--- config.mk ---
export PLATFORM = sky130hd
export DESIGN_NAME = apb_master_bridge_flat
export DESIGN_NICKNAME = d
export VERILOG_FILES = /design/src/rtl/apb_master_bridge_if.sv /design/src/rtl/apb_master_bridge.sv /design/src/flat_wrapper.sv
export SDC_FILE = /design/constraint.sdc
export NUM_CORES = 1
export LEC_CHECK = 0
export BUFFER_PORTS_ARGS = -buffer_cell sky130_fd_sc_hd__buf_2
export CAP_MARGIN = 20
export CORE_ASPECT_RATIO = 0.7
export CORE_MARGIN = 8
export CORE_UTILIZATION = 46
export DETAILED_ROUTE_END_ITERATION = 10
export PLACE_DENSITY = 0.8
export SYNTH_ARGS = -nofsm -noshare
export SYNTH_HDL_FRONTEND = slang
export SYNTH_SLANG_ARGS = --single-unit
--- constraint.sdc ---
create_clock -name clk -period 1.95 [get_ports clk]
set_input_delay 0.39 -clock clk [delete_from_list [all_inputs] [get_ports clk]]
set_output_delay 0.39 -clock clk [all_outputs]
set_load 0.05 [all_outputs]
--- src/rtl/apb_master_bridge_if.sv ---
// -----------------------------------------------------------------------------
// apb_master_bridge_if
// Purpose : bundles the command channel, response channel and APB bus of the
//           APB master bridge into one interface.
// Signals :
//   command  : cmd_valid, cmd_ready, cmd_write, cmd_addr, cmd_wdata
//   response : rsp_valid, rsp_ready, rsp_rdata, rsp_err
//   status   : busy
//   APB      : paddr, pwrite, psel, penable, pwdata, prdata, pready
// Modports:
//   master : the bridge's view (drives cmd_ready, rsp_*, busy, APB requests)
//   slave  : the environment's view (command source, response sink, APB slave)
// Handshake: a transfer on a valid/ready channel happens on a rising clk edge
// where valid and ready are both high; a valid source holds its payload
// stable until that edge.
// -----------------------------------------------------------------------------
interface apb_master_bridge_if #(
    parameter int ADDR_W = 12,
    parameter int DATA_W = 32
);
    logic              cmd_valid;
    logic              cmd_ready;
    logic              cmd_write;
    logic [ADDR_W-1:0] cmd_addr;
    logic [DATA_W-1:0] cmd_wdata;

    logic              rsp_valid;
    logic              rsp_ready;
    logic [DATA_W-1:0] rsp_rdata;
    logic              rsp_err;

    logic              busy;

    logic [ADDR_W-1:0] paddr;
    logic              pwrite;
    logic              psel;
    logic              penable;
    logic [DATA_W-1:0] pwdata;
    logic [DATA_W-1:0] prdata;
    logic              pready;

    modport master (
        input  cmd_valid, cmd_write, cmd_addr, cmd_wdata, rsp_ready, prdata, pready,
        output cmd_ready, rsp_valid, rsp_rdata, rsp_err, busy,
               paddr, pwrite, psel, penable, pwdata
    );

    modport slave (
        output cmd_valid, cmd_write, cmd_addr, cmd_wdata, rsp_ready, prdata, pready,
        input  cmd_ready, rsp_valid, rsp_rdata, rsp_err, busy,
               paddr, pwrite, psel, penable, pwdata
    );
endinterface

--- src/rtl/apb_master_bridge.sv ---
// -----------------------------------------------------------------------------
// apb_master_bridge
// Purpose : turns a valid/ready command into one APB SETUP/ACCESS transfer,
//           waits for pready and returns read data/status on a valid/ready
//           response channel. One transaction outstanding at a time.
// Ports   :
//   clk         in  clock, rising edge
//   rst         in  synchronous active-high reset
//   bus         apb_master_bridge_if.master (command, response, busy, APB)
//   dbg_state_o out FSM state (0 IDLE, 1 SETUP, 2 ACCESS, 3 RESP)
// Options :
//   APB_TIMEOUT_EN - when defined, an ACCESS phase that sees no pready for
//   TIMEOUT_CYC cycles is abandoned and answered with rsp_err=1. When not
//   defined, ACCESS waits forever and rsp_err is tied to 0.
// All outputs are registered except cmd_ready and busy (state decodes).
// -----------------------------------------------------------------------------
module apb_master_bridge #(
    parameter int ADDR_W      = 12,
    parameter int DATA_W      = 32,
    parameter int TIMEOUT_CYC = 16
) (
    input  logic                  clk,
    input  logic                  rst,
    apb_master_bridge_if.master   bus,
    output logic [1:0]            dbg_state_o
);

    typedef enum logic [1:0] {
        IDLE   = 2'd0,
        SETUP  = 2'd1,
        ACCESS = 2'd2,
        RESP   = 2'd3
    } state_t;

    state_t            state_q, state_d;
    logic              psel_q, psel_d;
    logic              penable_q, penable_d;
    logic [ADDR_W-1:0] paddr_q, paddr_d;
    logic              pwrite_q, pwrite_d;
    logic [DATA_W-1:0] pwdata_q, pwdata_d;
    logic              rsp_valid_q, rsp_valid_d;
    logic [DATA_W-1:0] rsp_rdata_q, rsp_rdata_d;

`ifdef APB_TIMEOUT_EN
    localparam int CNT_W = $clog2(TIMEOUT_CYC + 1);
    logic [CNT_W-1:0]  tmo_cnt_q, tmo_cnt_d;
    logic              rsp_err_q, rsp_err_d;
`endif

    // Word-aligned addressing: the low address bits never reach the bus.
    logic unused_addr_lsb;
    assign unused_addr_lsb = ^bus.cmd_addr[1:0];
`ifndef APB_TIMEOUT_EN
    logic unused_timeout_param;
    assign unused_timeout_param = (TIMEOUT_CYC == 0);
`endif

    always_comb begin
        state_d     = state_q;
        psel_d      = psel_q;
        penable_d   = penable_q;
        paddr_d     = paddr_q;
        pwrite_d    = pwrite_q;
        pwdata_d    = pwdata_q;
        rsp_valid_d = rsp_valid_q;
        rsp_rdata_d = rsp_rdata_q;
`ifdef APB_TIMEOUT_EN
        tmo_cnt_d   = tmo_cnt_q;
        rsp_err_d   = rsp_err_q;
`endif
        case (state_q)
            IDLE: begin
                if (bus.cmd_valid) begin
                    paddr_d  = {bus.cmd_addr[ADDR_W-1:2], 2'b00};
                    pwrite_d = bus.cmd_write;
                    pwdata_d = bus.cmd_write ? bus.cmd_wdata : '0;
                    psel_d   = 1'b1;
                    state_d  = SETUP;
                end
            end
            SETUP: begin
                penable_d = 1'b1;
                state_d   = ACCESS;
`ifdef APB_TIMEOUT_EN
                tmo_cnt_d = '0;
`endif
            end
            ACCESS: begin
                // pready wins over a timeout landing in the same cycle.
                if (bus.pready) begin
                    psel_d      = 1'b0;
                    penable_d   = 1'b0;
                    rsp_rdata_d = pwrite_q ? '0 : bus.prdata;
                    rsp_valid_d = 1'b1;
                    state_d     = RESP;
`ifdef APB_TIMEOUT_EN
                    rsp_err_d   = 1'b0;
                end else if (tmo_cnt_q == CNT_W'(TIMEOUT_CYC - 1)) begin
                    // Counter holds (ACCESS cycles so far - 1): this is the
                    // TIMEOUT_CYC-th cycle without pready.
                    psel_d      = 1'b0;
                    penable_d   = 1'b0;
                    rsp_rdata_d = '0;
                    rsp_err_d   = 1'b1;
                    rsp_valid_d = 1'b1;
                    state_d     = RESP;
                end else begin
                    tmo_cnt_d   = tmo_cnt_q + 1'b1;
`endif
                end
            end
            RESP: begin
                if (bus.rsp_ready) begin
                    rsp_valid_d = 1'b0;
                    state_d     = IDLE;
                end
            end
            default: state_d = IDLE;
        endcase
    end

    always_ff @(posedge clk) begin
        if (rst) begin
            state_q     <= IDLE;
            psel_q      <= 1'b0;
            penable_q   <= 1'b0;
            paddr_q     <= '0;
            pwrite_q    <= 1'b0;
            pwdata_q    <= '0;
            rsp_valid_q <= 1'b0;
            rsp_rdata_q <= '0;
`ifdef APB_TIMEOUT_EN
            tmo_cnt_q   <= '0;
            rsp_err_q   <= 1'b0;
`endif
        end else begin
            state_q     <= state_d;
            psel_q      <= psel_d;
            penable_q   <= penable_d;
            paddr_q     <= paddr_d;
            pwrite_q    <= pwrite_d;
            pwdata_q    <= pwdata_d;
            rsp_valid_q <= rsp_valid_d;
            rsp_rdata_q <= rsp_rdata_d;
`ifdef APB_TIMEOUT_EN
            tmo_cnt_q   <= tmo_cnt_d;
            rsp_err_q   <= rsp_err_d;
`endif
        end
    end

    assign bus.cmd_ready = (state_q == IDLE);
    assign bus.busy      = (state_q != IDLE);
    assign bus.psel      = psel_q;
    assign bus.penable   = penable_q;
    assign bus.paddr     = paddr_q;
    assign bus.pwrite    = pwrite_q;
    assign bus.pwdata    = pwdata_q;
    assign bus.rsp_valid = rsp_valid_q;
    assign bus.rsp_rdata = rsp_rdata_q;
`ifdef APB_TIMEOUT_EN
    assign bus.rsp_err   = rsp_err_q;
`else
    assign bus.rsp_err   = 1'b0;
`endif
    assign dbg_state_o   = state_q;

endmodule
--- src/flat_wrapper.sv ---
// flat-port wrapper written by rule: the top's interface ports become plain ports
module apb_master_bridge_flat 
#(
    parameter int ADDR_W      = 12,
    parameter int DATA_W      = 32,
    parameter int TIMEOUT_CYC = 16
)
  (clk, rst, dbg_state_o, bus_cmd_valid, bus_cmd_write, bus_cmd_addr, bus_cmd_wdata, bus_rsp_ready, bus_prdata, bus_pready, bus_cmd_ready, bus_rsp_valid, bus_rsp_rdata, bus_rsp_err, bus_busy, bus_paddr, bus_pwrite, bus_psel, bus_penable, bus_pwdata);
  apb_master_bridge_if #(.ADDR_W(ADDR_W), .DATA_W(DATA_W)) bus_i ();
  input  logic clk;
  input  logic rst;
  output logic [1:0] dbg_state_o;
  input wire logic [$bits(bus_i.cmd_valid)-1:0] bus_cmd_valid;
  input wire logic [$bits(bus_i.cmd_write)-1:0] bus_cmd_write;
  input wire logic [$bits(bus_i.cmd_addr)-1:0] bus_cmd_addr;
  input wire logic [$bits(bus_i.cmd_wdata)-1:0] bus_cmd_wdata;
  input wire logic [$bits(bus_i.rsp_ready)-1:0] bus_rsp_ready;
  input wire logic [$bits(bus_i.prdata)-1:0] bus_prdata;
  input wire logic [$bits(bus_i.pready)-1:0] bus_pready;
  output wire logic [$bits(bus_i.cmd_ready)-1:0] bus_cmd_ready;
  output wire logic [$bits(bus_i.rsp_valid)-1:0] bus_rsp_valid;
  output wire logic [$bits(bus_i.rsp_rdata)-1:0] bus_rsp_rdata;
  output wire logic [$bits(bus_i.rsp_err)-1:0] bus_rsp_err;
  output wire logic [$bits(bus_i.busy)-1:0] bus_busy;
  output wire logic [$bits(bus_i.paddr)-1:0] bus_paddr;
  output wire logic [$bits(bus_i.pwrite)-1:0] bus_pwrite;
  output wire logic [$bits(bus_i.psel)-1:0] bus_psel;
  output wire logic [$bits(bus_i.penable)-1:0] bus_penable;
  output wire logic [$bits(bus_i.pwdata)-1:0] bus_pwdata;
  assign bus_i.cmd_valid = bus_cmd_valid;
  assign bus_i.cmd_write = bus_cmd_write;
  assign bus_i.cmd_addr = bus_cmd_addr;
  assign bus_i.cmd_wdata = bus_cmd_wdata;
  assign bus_i.rsp_ready = bus_rsp_ready;
  assign bus_i.prdata = bus_prdata;
  assign bus_i.pready = bus_pready;
  assign bus_cmd_ready = bus_i.cmd_ready;
  assign bus_rsp_valid = bus_i.rsp_valid;
  assign bus_rsp_rdata = bus_i.rsp_rdata;
  assign bus_rsp_err = bus_i.rsp_err;
  assign bus_busy = bus_i.busy;
  assign bus_paddr = bus_i.paddr;
  assign bus_pwrite = bus_i.pwrite;
  assign bus_psel = bus_i.psel;
  assign bus_penable = bus_i.penable;
  assign bus_pwdata = bus_i.pwdata;
  apb_master_bridge #(.ADDR_W(ADDR_W), .DATA_W(DATA_W), .TIMEOUT_CYC(TIMEOUT_CYC)) u_core (.clk(clk), .rst(rst), .bus(bus_i), .dbg_state_o(dbg_state_o));
endmodule
After elaboration in Yosys (flattened, before gate mapping) --
Cells that the tools add are included.
Cells by class: muxes and demuxes 13, reduce and logical (&&, ||, !) cells 11, eq/ne operators 6
Operators by type and width (number):
- $mux W32 | 2
- $reduce_and A3 Y1 | 3
- $pmux W2 S4 | 1
- $reduce_bool A2 Y1 | 4
- $mux W2 | 3
- $ne A2 B2 Y1 const B | 3
- $pmux W1 S2 | 3
- $reduce_and A2 Y1 | 3
- $eq A2 B2 Y1 const B | 2
- $mux W1 | 4
- $eq A2 B1 Y1 const B | 1
- $logic_not A2 Y1 | 1
Word-level totals: bits of input ports 82, bits in registers 80, output and inout port bits 85, logic and storage cells 38

Depth between registers and ports, before layout --
Gate-level depths: netlist of the first run.
word-level depth 3, gate-level depth with buffers 7, mapped depth without buffers 5

Worst setup path before layout of the first run --
No wires, ideal clock.
path kind register to register, from register u_core.state_q[0], in the netlist u_core.dbg_state_o[0], to register u_core.psel_q, in the netlist u_core.bus.psel, data required time 1818 ps, period minus slack after synthesis 1861 ps, path slack 89 ps, library setup time 132 ps, arrival 1728 ps, stages on the path, launching flop included 6, cell sequence dfxtp_1 inv_1 ha_1 and2b_1 o21ai_0 a21oi_1
Between the ends: word-level cells in the longest chain between the ends 3
RTL lines:
- start, declared | RTL line apb_master_bridge.sv:35 | state_t state_q, state_d;
- start signal, assigned | RTL line apb_master_bridge.sv:137 | state_q <= state_d;
- $logic_not A2 Y1 *
- via bus_cmd_ready | RTL line flat_wrapper.sv:20 | output wire logic [$bits(bus_i.cmd_ready)-1:0] bus_cmd_ready;
- $ne A2 B2 Y1 (no line) or $reduce_bool A2 Y1 (tied branches)
- $reduce_and A3 Y1 (no line)
- end signal, assigned | RTL line apb_master_bridge.sv:138 | psel_q <= psel_d;
- end, declared | RTL line apb_master_bridge.sv:36 | logic psel_q, psel_d;
Mark *: on every way through the listed nets, which the timed path passes. The rest lies on a longest branch. A chain may end at the register's enable or synchronous reset.

Final worst setup path of the first run --
from register u_core.state_q[1], in the netlist u_core.dbg_state_o[1], to output bus_busy
Between the ends: word-level cells in the longest chain between the ends 1
RTL lines:
- $reduce_bool A2 Y1 | RTL line apb_master_bridge.sv:153 | assign bus.busy = (state_q != IDLE);
- end, declared | RTL line flat_wrapper.sv:24 | output wire logic [$bits(bus_i.busy)-1:0] bus_busy;
Every way passes these cells.

==> flow_metrics.tcl, run 1 <==
set metrics [dict create \
    outcome "complete, no violations" \
    drc 0 \
    drtIter0Drc 217 \
    cts-root-buf "clkbuf_8" \
    dieArea_um2 10600 \
    crit_family "flip-flops" \
    via_per_inst 5.18 \
    worstPathArrival_ns 1.40 \
    synthArstFlopShare_pct 0 \
    skew_ns 0.00534 \
    end_kind "primary output" \
    cap_violations 0 \
    post-place-cells 609 \
    wl_per_cell_um 16.0 \
    drive_gt1_share_pct 46.7 \
    timing.fmax_mhz 560 \
    crit_type "register to primary output" \
    pin_count 167 \
    place_hpwl_um 7100 \
    fin_crit_ns 1.79 \
    slew_violations 0 \
    dpl_cell_area_um2 4310 \
    cp_max_fo 5 \
    firstDrtPassIters 4 \
    setup_violations 0 \
    grt_pass1_wl_um 15800 \
    synthCells 378 \
    vias 3240 \
    ctsHtreeMaxLevel 3 \
    clk-insertion-delay-late_ns 0.34 \
    fin_crit_sh_pct 91.6 \
    peakVddDrop_mv 0.967 \
    core_area_um2 7320 \
    routabilityCongestion 0.771 \
    fin_total_pwr_mw 5.31 \
    yosys_most_used_dff "dfxtp_1" \
    wirelength_um 10000 \
    clk_path_buf_depth 2 \
    cts-buffers-inserted 9 \
    ys.warnings.count 0 \
    hold_viol 0 \
    antenna_found_initial 1 \
    final_util_pct 61.4 \
    setup_tns_ns 0 \
    power_density_nw_per_um2 1180 \
    leakage_nw 1.92 \
    finalInstanceArea_um2 4490 \
    io_buffers 161 \
    cpMaxStageDelayCell "dfxtp_1" \
    die_w_um 120 \
    seqCellArea_um2 1600 \
    cts.sinks 80 \
    grt_max_degree 44 \
    syn_area_um2 3470 \
    fin_cells 626 \
    synth_edf_count 0 \
    ys_types 31 \
    worst-path-buf-inv 3 \
    synth_seq_cells 80 \
    cts.reportedPaths.clkPinSlew_ns 0.08 \
    critPathRequiredTime_ns 1.56 \
    cp_cell_sequence "inv_1, ha_1, inv_1, clkbuf_4" \
    rsz0062_at_grt "no" \
    crit_top_cell "inv_1" \
    grt_overflow_total 0 \
    nFillCells 665 \
    grt_pass1_vias 3347 \
    multi_input_area_um2 1630 \
    seq_area_frac_synth_pct 46.1 \
    ant_nets 0 \
    min_path_type "input pin to register" \
    startpoint_type "register" \
    fp-row-count 26 \
    grt.total_usage_pct 18.1 \
    syn_avg_cell_area_um2 9.19 \
    nets 610 \
    dieHeight_um 88.7 \
    tritoncts "built" \
    start_util_pct 47.5 \
    syn2layout_area_growth_pct 29.3 \
    cp_slowest_stage_delay_ns 0.41 \
]
[report_power, final]
| group | switching [mW] | internal [mW] |
|---|---|---|
| Sequential | 0.113 | 1.83 |
| Combinational | 1.61 | 0.611 |
| Clock | 0.563 | 0.588 |
| Total | 2.28 | 3.03 |
[worst register-to-register path, stage by stage (launching register included)]
cell and delay [ns]:
dfxtp_2 0.35, inv_1 0.13, ha_1 0.29, buf_4 0.37, nand4b_1 0.16, a21oi_1 0.17
[final cells by class]
| cell class | count | area share, % |
|---|---|---|
| Multi-Input combinational cell | 257 | 36.3 |
| Sequential cell | 80 | 35.7 |
| Timing Repair Buffer | 170 | 20.9 |
| Clock buffer | 12 | 3.01 |
| Tap cell | 98 | 2.73 |
| Clock inverter | 4 | 1.00 |
| Inverter | 4 | 0.334 |
| Antenna cell | 1 | 0.0557 |
[Yosys cell counts (all sizes together) (3+ instances only)]
| cell type | n | area, µm² |
|---|---|---|
| nand4b | 32 | 280 |
| a21oi | 77 | 494 |
| nand2 | 88 | 330 |
| ha | 6 | 75.1 |
| dfxtp | 80 | 1600 |
| buf | 27 | 191 |
| nand2b | 3 | 26.3 |
| nand3 | 32 | 305 |
| inv | 4 | 15.0 |
| clkbuf | 12 | 45.0 |
[logic make-up after synthesis]
group / after synthesis / share of synthesized area [%]
muxes: 1 / 0.324
buffers and inverters: 43 / 7.24
other: 1 / 0.108
adders and majority gates: 6 / 2.16
AOI/OAI and AO/OA: 84 / 15.6
and+or+nand+nor: 163 / 28.4
DFF: 80 / 46.1
[flip-flops by register name (all words and copies together), names as in the netlist]
name	count
u_core.bus.penable	1
u_core.bus.pwrite	1
u_core.bus.paddr	10
u_core.bus.psel	1
u_core.bus.rsp_valid	1
u_core.dbg_state_o	2
u_core.bus.rsp_rdata	32
u_core.bus.pwdata	32
[through the flow]
step	setup slack [ns]	hold WS (ns)
floorplan	0.0892	0.506
global placement	0.469	0.434
detailed placement	0.404	0.443
CTS	0.0829	0.241
global route	0.0324	0.242
finish	0.164	0.267
[layout by cell type, fill, tap and decap left out, types with 4 or more instances in the layout]
master / synthesis / routed
clkbuf_8: 0 / 9
nand4b_1: 32 / 32
buf_2: 15 / 159
buf_4: 6 / 5
a21oi_2: 29 / 29
a21oi_1: 48 / 48
ha_1: 6 / 6
buf_12: 0 / 5
nand3_2: 29 / 29
dfxtp_1: 80 / 79
inv_1: 4 / 4
nand2_1: 88 / 88
[what timing repair did]
| action | in CTS | in global routing |
|---|---|---|
| hold buffers | 0 | 0 |
| buffers inserted | 0 | 0 |
| setup endpoints to repair | 0 | 1 |
| resized for setup | 0 | 2 |
[layer usage]
metal	vias up	share of wire, %	track usage (%)
li1	1584	-	-
met1	1537	41	19.6
met2	107	49	31.2
met3	12	8.5	8.16
met4	0	1.5	6.66
met5	-	0	0
[final timing paths]
kind / from / endpoint / slack (ns) / cells after the start
max: u_core.dbg_state_o[1] / bus_busy / 0.16 / 4
min: bus_rsp_ready / u_core.bus.rsp_valid / 0.27 / 2
max reg2reg: u_core.dbg_state_o[0] / u_core.bus.rsp_rdata[8] / 0.42 / 5
min reg2reg: u_core.bus.rsp_rdata[16] / u_core.bus.rsp_rdata[16] / 0.45 / 2
No activity file was read; power rests on OpenSTA's default activity.
==> inputs of run 2 (changes only) <==
--- a/config.mk
+++ b/config.mk
@@ -9,9 +9,10 @@
 export CAP_MARGIN = 20
 export CORE_ASPECT_RATIO = 0.7
 export CORE_MARGIN = 8
-export CORE_UTILIZATION = 46
+export CORE_UTILIZATION = 23
 export DETAILED_ROUTE_END_ITERATION = 10
-export PLACE_DENSITY = 0.8
+export GPL_TIMING_DRIVEN = 1
+export RECOVER_POWER = 50
 export SYNTH_ARGS = -nofsm -noshare
 export SYNTH_HDL_FRONTEND = slang
 export SYNTH_SLANG_ARGS = --single-unit
==> flow_metrics.tcl, run 2 (same netlist as run 1, synthesis figures left out) <==
set metrics [dict create \
    outcome "complete, no violations" \
    end_kind "primary output" \
    via_per_inst 4.50 \
    fin_crit_sh_pct 95.0 \
    dieHeight_um 119 \
    drive_gt1_share_pct 32.7 \
    wirelength_um 11500 \
    diodes 0 \
    worst_r2r_endpoint "u_core.bus.pwdata[31]" \
    slew_violations 0 \
    critPathRequiredTime_ns 1.56 \
    cts-root-buf "clkbuf_16" \
    fp-row-count 37 \
    hold_buffers 0 \
    grt_max_degree 44 \
    grt_pass1_wl_um 18600 \
    post-place-cells 712 \
    tritoncts "built" \
    ctsHtreeMaxLevel 3 \
    place_ws_ns 0.301 \
    start_util_pct 23.6 \
    vias 3275 \
    startpoint_type "register" \
    routabilityCongestion 0.769 \
    core_area_um2 14700 \
    setup_tns_ns 0 \
    grt.total_usage_pct 11.7 \
    leakage_nw 1.67 \
    wl_per_cell_um 15.8 \
    slew-limit-headroom_pct 53.8 \
    r2r_start "u_core.dbg_state_o[0]" \
    worst_slack_ns 0.0969 \
    dieArea_um2 19400 \
    cp_max_fo 5 \
    cts.reportedPaths.clkPinSlew_ns 0.06 \
    fin_crit_ns 1.85 \
    pin_count 167 \
    peakVddDrop_mv 0.421 \
    clk_path_buf_depth 2 \
    io_buffers 161 \
    die_w_um 163 \
    grt_pass1_vias 3510 \
    critPathCapture "bus_busy" \
    r2r_slack_ns 0.31 \
    syn2layout_area_growth_pct 34.6 \
    tightest_slew_ns 0.696 \
    clk-insertion-delay-late_ns 0.33 \
    cts-buffers-inserted 9 \
    place_hpwl_um 8430 \
    setup_violations 0 \
    ant_nets 0 \
    power_density_nw_per_um2 1280 \
    worstPathArrival_ns 1.46 \
    hold_viol 0 \
    layout_common_cells "nand2_1 (88), buf_2 (82), dfxtp_1 (80)" \
    rr_worst_depth 6 \
    layout_commonest_cell "nand2_1" \
    critPathLaunch "u_core.dbg_state_o[0]" \
    fin_cells 727 \
    cap_violations 0 \
    crit_type "register to primary output" \
    grt_overflow_total 0 \
    rsz0062_at_grt "no" \
    firstDrtPassIters 4 \
    antenna_found_initial 0 \
    timing.fmax_mhz 540 \
    min_path_type "input pin to register" \
    drtIter0Drc 151 \
    nets 616 \
    skew_ns 0.00693 \
    cts.sinks 80 \
    drc 0 \
]
==> run 2: cell count changes in the layout (fill, tap and decap cells not counted), moves of 2 or more <==
cell,before,now
buf_2,159,82
buf_4,5,11
clkinv_4,0,2
clkbuf_16,0,9
clkbuf_8,9,0
clkbuf_1,3,79
clkinv_2,3,1
==> run 2: power breakdown <==
part           leakage [nW]  internal, mW  switching, mW  total [mW]
combinational         0.866         0.590           1.65        2.24
clock                 0.153          1.12          0.681        1.80
sequential            0.650          1.83          0.120        1.95
total                  1.67          3.54           2.45        5.99
==> run 2: area by class of cell <==
type                       count  area [µm²]
tap                          195         244
fill                        1580       10000
clock buffer                  10         229
inverter                       4        15.0
sequential                    80        1600
multi-input combinational    257        1630
timing repair buffer         176         873
clock inverter                 5        82.6
==> run 2: through the flow <==
stage                     hold slack (ns)  utilization [%]  cell area (µm²)  power (mW)
after detailed placement            0.444             30.3             4460        4.28
final                               0.281             31.8             4680        5.99
after CTS                           0.257             32.4             4770        6.13
after floorplan                     0.506                -             3480        3.72
after global routing                0.258             31.8             4680        6.34
after global placement              0.436             30.3             4460        4.23
==> run 2: critical path, cell delays in order (launching register included) <==
cell and delay [ns]:
dfxtp_1 0.43, inv_1 0.13, ha_1 0.26, inv_1 0.08, clkbuf_4 0.23
==> run 2: how the worst min path moves through the flow <==
stage,start,end,slack [ns],cells past startpoint
detailed placement,u_core.bus.pwdata[1],u_core.bus.pwdata[1],0.44,2
global placement,u_core.bus.rsp_rdata[4],u_core.bus.rsp_rdata[4],0.44,2
finish,bus_rsp_ready,u_core.bus.rsp_valid,0.28,2
floorplan,bus_rsp_ready,u_core.bus.rsp_valid,0.51,1
global route,bus_rsp_ready,u_core.bus.rsp_valid,0.26,2
CTS,bus_rsp_ready,u_core.bus.rsp_valid,0.26,2
==> run 2: repair_timing <==
action / CTS / global route
buffers inserted: 0 / 0
resized for setup: 0 / 1
endpoints found under the setup margin: 0 / 1
==> run 2: routing by layer <==
layer / vias to the layer above / share of wire, % / GRT usage [%]
li1: 1592 / - / -
met1: 1552 / 45 / 14.2
met2: 123 / 45 / 18.5
met3: 8 / 8.5 / 5.13
met4: 0 / 1.1 / 3.49
met5: - / 0 / 0
==> inputs of run 3 (changes only) <==
--- a/config.mk
+++ b/config.mk
@@ -8,7 +8,6 @@
 export BUFFER_PORTS_ARGS = -buffer_cell sky130_fd_sc_hd__buf_2
 export CAP_MARGIN = 20
 export CORE_ASPECT_RATIO = 0.7
-export CORE_MARGIN = 8
 export CORE_UTILIZATION = 23
 export DETAILED_ROUTE_END_ITERATION = 10
 export GPL_TIMING_DRIVEN = 1
==> flow_metrics.tcl, run 3 (same netlist as run 1, synthesis figures left out) <==
set metrics [dict create \
    cts.reportedPaths.clkPinSlew_ns 0.06 \
    ctsHtreeMaxLevel 3 \
    crit_family "flip-flops" \
    vias 3208 \
    place_hpwl_um 7040 \
    nets 612 \
    setup_violations 0 \
    seqCellArea_um2 1600 \
    tightest_slew_ns 0.632 \
    antenna_found_initial 0 \
    worst-path-buf-inv 3 \
    routabilityCongestion 0.758 \
    r2r_slack_ns 0.38 \
    rsz0062_at_grt "no" \
    cts-root-buf "clkbuf_16" \
    cts-buffers-inserted 9 \
    leakage_nw 1.66 \
    nFillCells 1591 \
    startpoint_type "register" \
    crit_top_cell "inv_1" \
    firstDrtPassIters 5 \
    wirelength_um 9990 \
    via_per_inst 4.43 \
    setup_tns_ns 0 \
    slew-limit-headroom_pct 58.0 \
    hold_viol 0 \
    io_buffers 161 \
    slew_violations 0 \
    skew_ns 0.00790 \
    cts_setup_buffers 0 \
    ant_nets 0 \
    grt_max_degree 44 \
    wl_per_cell_um 13.8 \
    diodes 0 \
    dieHeight_um 105 \
    grt.total_usage_pct 12.8 \
    tritoncts "built" \
    drtIter0Drc 147 \
    cpMaxStageDelayCell "dfxtp_1" \
    cp_max_fo 5 \
    min_path_type "input pin to register" \
    dieArea_um2 15600 \
    fin_crit_sh_pct 92.3 \
    layout_common_cells "nand2_1 (88), buf_2 (83), dfxtp_1 (79)" \
    end_kind "primary output" \
    hold_buffers 0 \
    clk_path_buf_depth 2 \
    timing.fmax_mhz 555 \
    whs_ns 0.268 \
    drive_gt1_share_pct 32.9 \
    grt_pass1_vias 3171 \
    multi_input_area_um2 1630 \
    crit_type "register to primary output" \
    cts.sinks 80 \
    worstPathArrival_ns 1.41 \
    syn2layout_area_growth_pct 34.5 \
    grt_overflow_total 0 \
    layout_commonest_cell "nand2_1" \
    cap_violations 0 \
    cp_cell_sequence "inv_1, ha_1, inv_1, clkbuf_4" \
    critPathRequiredTime_ns 1.56 \
    peakVddDrop_mv 0.479 \
    outcome "complete, no violations" \
    die_w_um 149 \
    pin_count 167 \
    grt_pass1_wl_um 15700 \
    clk-insertion-delay-late_ns 0.33 \
    core_area_um2 14700 \
    fp-row-count 37 \
    start_util_pct 23.6 \
    cp_slowest_stage_delay_ns 0.42 \
    fin_crit_ns 1.80 \
    drc 0 \
    power_density_nw_per_um2 1260 \
]
run 3: power breakdown:
| group | switching, mW | total, mW | leakage, nW | internal (mW) |
|---|---|---|---|---|
| combinational | 1.63 | 2.21 | 0.865 | 0.582 |
| clock | 0.668 | 1.73 | 0.141 | 1.06 |
| sequential | 0.119 | 1.95 | 0.650 | 1.83 |
run 3: repair_timing:
item,4_1_cts,5_1_grt
hold endpoints to repair,0,0
endpoints found under the setup margin,0,1
gates resized for setup,0,2
run 3: per-layer routing:
layer	up-vias	part of all wire, %	GRT usage (%)
li1	1579	-	-
met1	1528	47	16.0
met2	94	46	20.6
met3	7	5.7	4.15
met4	0	0.81	4.15
met5	-	0	0
run 3: final cells by class:
class | instances | share of cell area, %
multi-input combinational | 257 | 34.9
sequential | 80 | 34.3
timing repair buffer | 172 | 18.7
clock buffer | 12 | 5.49
tap | 195 | 5.22
clock inverter | 4 | 1.12
inverter | 4 | 0.321
run 3: path summary, 6_finish.rpt:
path / from / depth (start not counted) / endpoint
setup / recovery: u_core.dbg_state_o[1] / 4 / bus_busy
hold / removal: bus_rsp_ready / 2 / u_core.bus.rsp_valid
hold reg to reg: u_core.bus.rsp_rdata[17] / 2 / u_core.bus.rsp_rdata[17]
setup reg to reg: u_core.dbg_state_o[1] / 6 / u_core.bus.pwdata[0]
run 3: stage by stage:
stage                     setup WS (ns)  utilization, %  power (mW)  cells  cell area, µm²
final                             0.149            31.8        5.89    724            4670
after global routing             0.0179            31.8        6.23    724            4670
after CTS                        0.0614            32.4        6.02    724            4770
after detailed placement          0.378            30.3        4.26    708            4460
after global placement            0.465            30.3        4.21    708            4460
after floorplan                  0.0892               -        3.72    380            3480
